## config.mk

```make
export PLATFORM = sky130hd
export DESIGN_NAME = rr_port_scheduler
export DESIGN_NICKNAME = d
export VERILOG_FILES = /design/src/rtl/rr_port_scheduler.sv
export SDC_FILE = /design/constraint.sdc
export NUM_CORES = 1
export LEC_CHECK = 0
export ABC_AREA = 1
export CAP_MARGIN = 20
export CORE_UTILIZATION = 53
export CTS_CLUSTER_DIAMETER = 120
export DETAILED_ROUTE_END_ITERATION = 16
export GPL_ROUTABILITY_DRIVEN = 0
export GPL_TIMING_DRIVEN = 0
export MAX_ROUTING_LAYER = met4
export PLACE_DENSITY_LB_ADDON = 0.15
export SYNTH_ARGS = -nofsm -noshare
export SYNTH_HDL_FRONTEND = slang
export SYNTH_SLANG_ARGS = --single-unit
```

## constraint.sdc

```tcl
create_clock -name i_clk -period 2.1 [get_ports i_clk]
set_input_delay 0.21 -clock i_clk [delete_from_list [all_inputs] [get_ports i_clk]]
set_output_delay 0.21 -clock i_clk [all_outputs]
set_load 0.03 [all_outputs]
```

## src/rtl/rr_port_scheduler.sv

```systemverilog
// Round-robin scheduler sharing one optical switch reconfiguration resource
// among P_CHANNEL_NUM ports. A grant is held until the owner releases it and
// every release is followed by P_GAP_CYCLES idle cycles so the fabric can settle.
// Optional macro GRANT_TIMEOUT_EN force-releases grants held for P_TIMEOUT_CYCLES.
//
//   state | meaning
//   IDLE  | no owner, grant issued next edge if any request is pending
//   GRANT | one channel owns the switch until release (or timeout)
//   GAP   | settle time after a release, no grants issued
module rr_port_scheduler #(
   parameter int P_CHANNEL_NUM    = 8,
   parameter int P_GAP_CYCLES     = 4,
   parameter int P_TIMEOUT_CYCLES = 1024
) (
   input  logic                             i_clk,
   input  logic                             i_rst,
   input  logic [P_CHANNEL_NUM-1:0]         i_req,
   input  logic                             i_release,
   output logic [P_CHANNEL_NUM-1:0]         o_grant,
   output logic                             o_grant_valid,
   output logic [$clog2(P_CHANNEL_NUM)-1:0] o_grant_idx,
   output logic                             o_busy,
   output logic                             o_timeout
);

   localparam int N  = P_CHANNEL_NUM;
   localparam int IW = $clog2(P_CHANNEL_NUM);
   localparam int GW = (P_GAP_CYCLES > 1) ? $clog2(P_GAP_CYCLES) : 1;
   localparam logic [GW-1:0] GAP_LOAD = GW'((P_GAP_CYCLES > 0) ? P_GAP_CYCLES - 1 : 0);

   if (P_CHANNEL_NUM < 2 || P_TIMEOUT_CYCLES < 1) begin : g_param_err
      $error("rr_port_scheduler: P_CHANNEL_NUM must be >= 2 and P_TIMEOUT_CYCLES >= 1");
   end

   typedef enum logic [1:0] {IDLE = 2'd0, GRANT = 2'd1, GAP = 2'd2} state_t;

   state_t          state, state_nxt;
   logic [N-1:0]    grant, prio, cand;
   logic [IW-1:0]   grant_idx, cand_idx;
   logic [GW-1:0]   gap_cnt;
   logic [2*N-1:0]  dbl, sel;
   logic            timeout_q;
   logic            expire;
   logic            done;

   // Candidate: first request at or above the priority bit, wrapping around
   always_comb begin
      dbl      = {i_req, i_req};
      sel      = dbl & ~(dbl - {{N{1'b0}}, prio});
      cand     = sel[N-1:0] | sel[2*N-1:N];
      cand_idx = '0;
      for (int i = N - 1; i >= 0; i--) begin
         if (cand[i]) cand_idx = IW'(i);
      end
   end

`ifdef GRANT_TIMEOUT_EN
   localparam int TW = (P_TIMEOUT_CYCLES > 1) ? $clog2(P_TIMEOUT_CYCLES) : 1;
   logic [TW-1:0] to_cnt;

   // Hold-time counter, zero outside GRANT so it restarts on every new owner
   always_ff @(posedge i_clk) begin
      if (i_rst || state != GRANT) to_cnt <= '0;
      else                         to_cnt <= to_cnt + 1'b1;
   end

   // A release on the expiry cycle wins, so no timeout pulse in that case
   always_comb expire = (state == GRANT) && !i_release && (to_cnt == TW'(P_TIMEOUT_CYCLES - 1));
`else
   // Without the timeout option a grant lasts until the owner releases it
   always_comb expire = 1'b0;
`endif

   // Grant ends on release or forced expiry
   always_comb done = (state == GRANT) && (i_release || expire);

   // Next-state decode
   always_comb begin
      state_nxt = state;
      case (state)
         IDLE:    if (|i_req) state_nxt = GRANT;
         GRANT:   if (done) state_nxt = (P_GAP_CYCLES == 0) ? IDLE : GAP;
         GAP:     if (gap_cnt == '0) state_nxt = IDLE;
         default: state_nxt = IDLE;
      endcase
   end

   // State register plus registered grant, priority and gap counter
   always_ff @(posedge i_clk) begin
      if (i_rst) begin
         state     <= IDLE;
         grant     <= '0;
         grant_idx <= '0;
         prio      <= N'(1);
         gap_cnt   <= '0;
         timeout_q <= 1'b0;
      end else begin
         state     <= state_nxt;
         timeout_q <= expire;
         case (state)
            IDLE: begin
               if (|i_req) begin
                  grant     <= cand;
                  grant_idx <= cand_idx;
               end
            end
            GRANT: begin
               if (done) begin
                  grant   <= '0;
                  prio    <= {grant[N-2:0], grant[N-1]};
                  gap_cnt <= GAP_LOAD;
               end
            end
            GAP: begin
               if (gap_cnt != '0) gap_cnt <= gap_cnt - 1'b1;
            end
            default: ;
         endcase
      end
   end

   // Outputs derived from registered state
   always_comb begin
      o_grant       = grant;
      o_grant_idx   = grant_idx;
      o_grant_valid = |grant;
      o_busy        = (state != IDLE);
      o_timeout     = timeout_q;
   end

endmodule

```

==> flow_metrics.py <==
metrics = {
    "power_and_ir_drop": {
        "netSwitchingPower_mw": 0.498,
        "intPower_mw": 0.773,
        "ir_drop_mv": 0.598,
        "clkPwrFrac_pct": 16.4,
        "swShare_pct": 39.2,
        "power_leakage_nw": 0.949,
        "p_seq_share_pct": 39.5,
        "combPwrFrac_pct": 44.1,
        "power_density_nw_per_um2": 638,
    },
    "placed_design": {
        "dp_slack_ps": -578,
        "io_buffers": 23,
        "post_dp_cell_area_um2": 1810,
        "hpwlAfterDp_um": 2780,
    },
    "die": {
        "initial_core_util_pct": 55.8,
        "die_area_um2": 3120,
        "io-pin-count": 25,
        "core_um2": 2760,
        "fp-row-count": 19,
        "die_x_um": 55.9,
        "fp.dieH_um": 55.9,
    },
    "synthesis": {
        "yosys-mux-area-fraction_pct": 0,
        "synth-compound-area-share_pct": 13.4,
        "ys_seq_elements": 23,
        "syn_inst": 242,
        "yosys_warnings": 0,
        "synth_fp_nets": 262,
        "synth_top_family_by_area": "simple AND/OR/NAND/NOR gates",
        "yosys.area_share.adder_pct": 7.81,
        "ys_seq_area_share_pct": 29.9,
        "synth_xor_xnor_area_share_pct": 1.14,
        "synth_cell_types": 30,
        "syn_area_um2": 1540,
        "syn_area_per_cell_um2": 6.35,
        "synth-simple-area-share_pct": 36.2,
    },
    "sta": {
        "drv_slew": 0,
        "finalCritPeriodShare_pct": 95.2,
        "fin_skew_ps": 1.86,
        "setup_ws_ps": 101,
        "fin_crit_ps": 2000,
        "hold_viol_final": 0,
        "rsz0062_at_grt": "yes",
        "setup_viol": 0,
        "fmaxAchievable_mhz": 500,
    },
    "route": {
        "routed-via-count": 1638,
        "first_pass_iters": 4,
        "wl_per_cell_um": 12.6,
        "drc": 0,
        "drt-initial-drc-count": 68,
        "postRouteAntennaNets": 0,
        "drt_wl_total_um": 3830,
        "routed_via_density": 5.41,
    },
    "worst_setup_path": {
        "worstSetupStartpointType": "register",
        "crit_type": "reg2reg",
        "crit_path_end_kind": "register",
        "worstPathRequired_ps": 2360,
        "cp_cell_sequence": "nand2_2 -> inv_1 -> fa_2 -> inv_2 -> nand2_2 -> nand2_2 -> nand3_2 -> nand2_2 -> nand3_2 -> nand2_1 -> nand3_1 -> nand2_2 -> inv_1 -> nor3_2 -> nand2_1 -> a21oi_2",
        "crit_arrival_ps": 2260,
        "slowest_delay_ps": 350,
        "cpMostUsedCell": "nand2_2",
        "path_max_fanout": 3,
        "slowest_stage": "dfxtp_2",
    },
    "layout": {
        "multi_input_area_um2": 1030,
        "diodes": 0,
        "area_growth_pct": 29.5,
        "nets": 293,
        "nFillCells": 222,
        "postLayoutCellArea_um2": 1990,
        "regArea_um2": 463,
        "drive_above_1_share_pct": 18.4,
    },
    "flow_run": {
        "maxCapViolCount": 0,
    },
    "clock_tree": {
        "cts_sinks": 23,
        "clk_pin_slew_ps": 120,
        "cts_made_buffers": 3,
        "clockBufferDepth": 2,
        "worst_skew_pair.late_latency_ps": 310,
        "ctsHoldBuffers": 0,
        "htreeDepth": 1,
        "clock_tree.root_cell": "clkbuf_4",
        "cts_tree": "built",
    },
    "grt": {
        "grt_max_degree": 13,
        "grt.total_usage_pct": 24.6,
        "grt_pass1_wl_um": 5950,
        "antenna_found_initial": 0,
        "grt_pass1_vias": 1414,
        "grt_overflow": 0,
    },
    "worst_hold_path": {
        "worstHoldPathType": "in2reg",
    },
    "outcome": {
        "status": "completed",
    },
}
## cell type report
cell class | count | area share (%)
Buffer | 3 | 0.754
Clock buffer | 4 | 1.32
Inverter | 42 | 7.92
Multi-Input combinational cell | 174 | 51.8
Sequential cell | 23 | 23.3
Tap cell | 31 | 1.95
Timing Repair Buffer | 26 | 13.0
## sequential cells by signal, summed over array words and instances (netlist names)
signal and cells:
prio 8, o_grant 8, o_grant_idx 3, gap_cnt 2, state 2
## critical path: cells and delay by family (launching register included)
family          cells  cell delay (ps)
buf+inv             3              180
fa+ha+maj           1              330
flops               1              350
compound gates      1              110
simple gates       11              960
## per-layer routing
layer / global-route usage (%) / routed length [um] / up-vias
li1: - / - / 824
met1: 30.6 / 1660 / 762
met2: 41.1 / 1920 / 46
met3: 2.33 / 185 / 6
met4: 10.1 / 68 / 0
met5: - / 0 / -
## per-stage QoR
step / total power, mW / hold slack (ps) / cells / TNS (ps) / util [%]
global route: 1.35 / 336 / 303 / -118 / 72.2
floorplan: 0.844 / 279 / 242 / 0 / -
finish: 1.27 / 312 / 303 / 0 / 72.2
detailed placement: 0.996 / 454 / 296 / -3260 / 65.5
CTS: 1.21 / 441 / 301 / 0 / 67.3
global placement: 0.991 / 448 / 296 / -3370 / 65.5
## path summary, 6_finish.rpt
check / depth (start not counted) / end / slack (ps) / from
max reg2reg: 16 / o_grant_idx[2] / 100 / prio[0]
min: 3 / o_grant[6] / 310 / i_req[6]
max: 16 / o_grant_idx[2] / 100 / prio[0]
min reg2reg: 2 / gap_cnt[0] / 490 / gap_cnt[0]
## synthesized netlist by cell type, drive strengths merged
cell type	instances	share of area (%)
xor2	1	0.57
clkbuf	2	0.49
nand2	80	21
inv	42	10
a41oi	1	0.57
a21boi	1	0.49
nor2	17	4.8
conb	1	0.24
nor4	4	2.6
dfxtp	23	30
or2	3	1.2
o21ai	10	3.3
nand3b	1	0.49
buf	1	0.49
ha	8	6.5
or3	1	0.41
fa	1	1.3
nand3	16	5.2
o211ai	1	0.49
xnor2	1	0.57
a21oi	25	8.6
nor3	2	0.98
## layout by cell type, fill, tap and decap left out, drive strengths merged
| cell type | Yosys | routed |
|---|---|---|
| clkbuf | 2 | 6 |
| nand3 | 16 | 16 |
| o21ai | 10 | 10 |
| nor4 | 4 | 4 |
| a21oi | 25 | 25 |
| conb | 1 | 1 |
| dfxtp | 23 | 23 |
| ha | 8 | 8 |
| buf | 1 | 4 |
| xnor2 | 1 | 1 |
| nor3 | 2 | 2 |
| or3 | 1 | 1 |
| o211ai | 1 | 1 |
| nor2 | 17 | 17 |
| xor2 | 1 | 1 |
| a21boi | 1 | 1 |
| nand3b | 1 | 1 |
| or2 | 3 | 3 |
| fa | 1 | 1 |
| nand2 | 80 | 80 |
| dlygate4sd2 | 0 | 3 |
| a41oi | 1 | 1 |
| dlymetal6s2s | 0 | 4 |
| clkdlybuf4s50 | 0 | 16 |
| inv | 42 | 42 |
## power by group through the flow
stage | Clock [mW] | Sequential [mW] | Combinational [mW]
2_1_floorplan | 0 | 0.543 | 0.301
3_3_place_gp | 0 | 0.509 | 0.483
3_5_place_dp | 0 | 0.509 | 0.486
4_1_cts | 0.210 | 0.500 | 0.498
5_1_grt | 0.228 | 0.506 | 0.617
6_report | 0.209 | 0.501 | 0.560
## cell families (layout without fill, tap and decap cells)
| logic type | after synthesis | in the layout |
|---|---|---|
| AND/OR/NAND/NOR | 124 | 124 |
| buffers and inverters | 45 | 75 |
| AO/OA/AOI/OAI | 38 | 38 |
| flip-flops | 23 | 23 |
| adder cells (fa/ha/maj) | 9 | 9 |
| XOR/XNOR | 2 | 2 |
| other | 1 | 1 |
## what timing repair did
| item | 4_1_cts | 5_1_grt |
|---|---|---|
| pin swaps | 2 | 3 |
| resized for setup | 6 | 29 |
| hold endpoints to repair | 0 | 0 |
| endpoints found under the setup margin | 6 | 5 |
| buffers inserted | 1 | 2 |
Note: power is estimated with default switching activity, not from simulation.
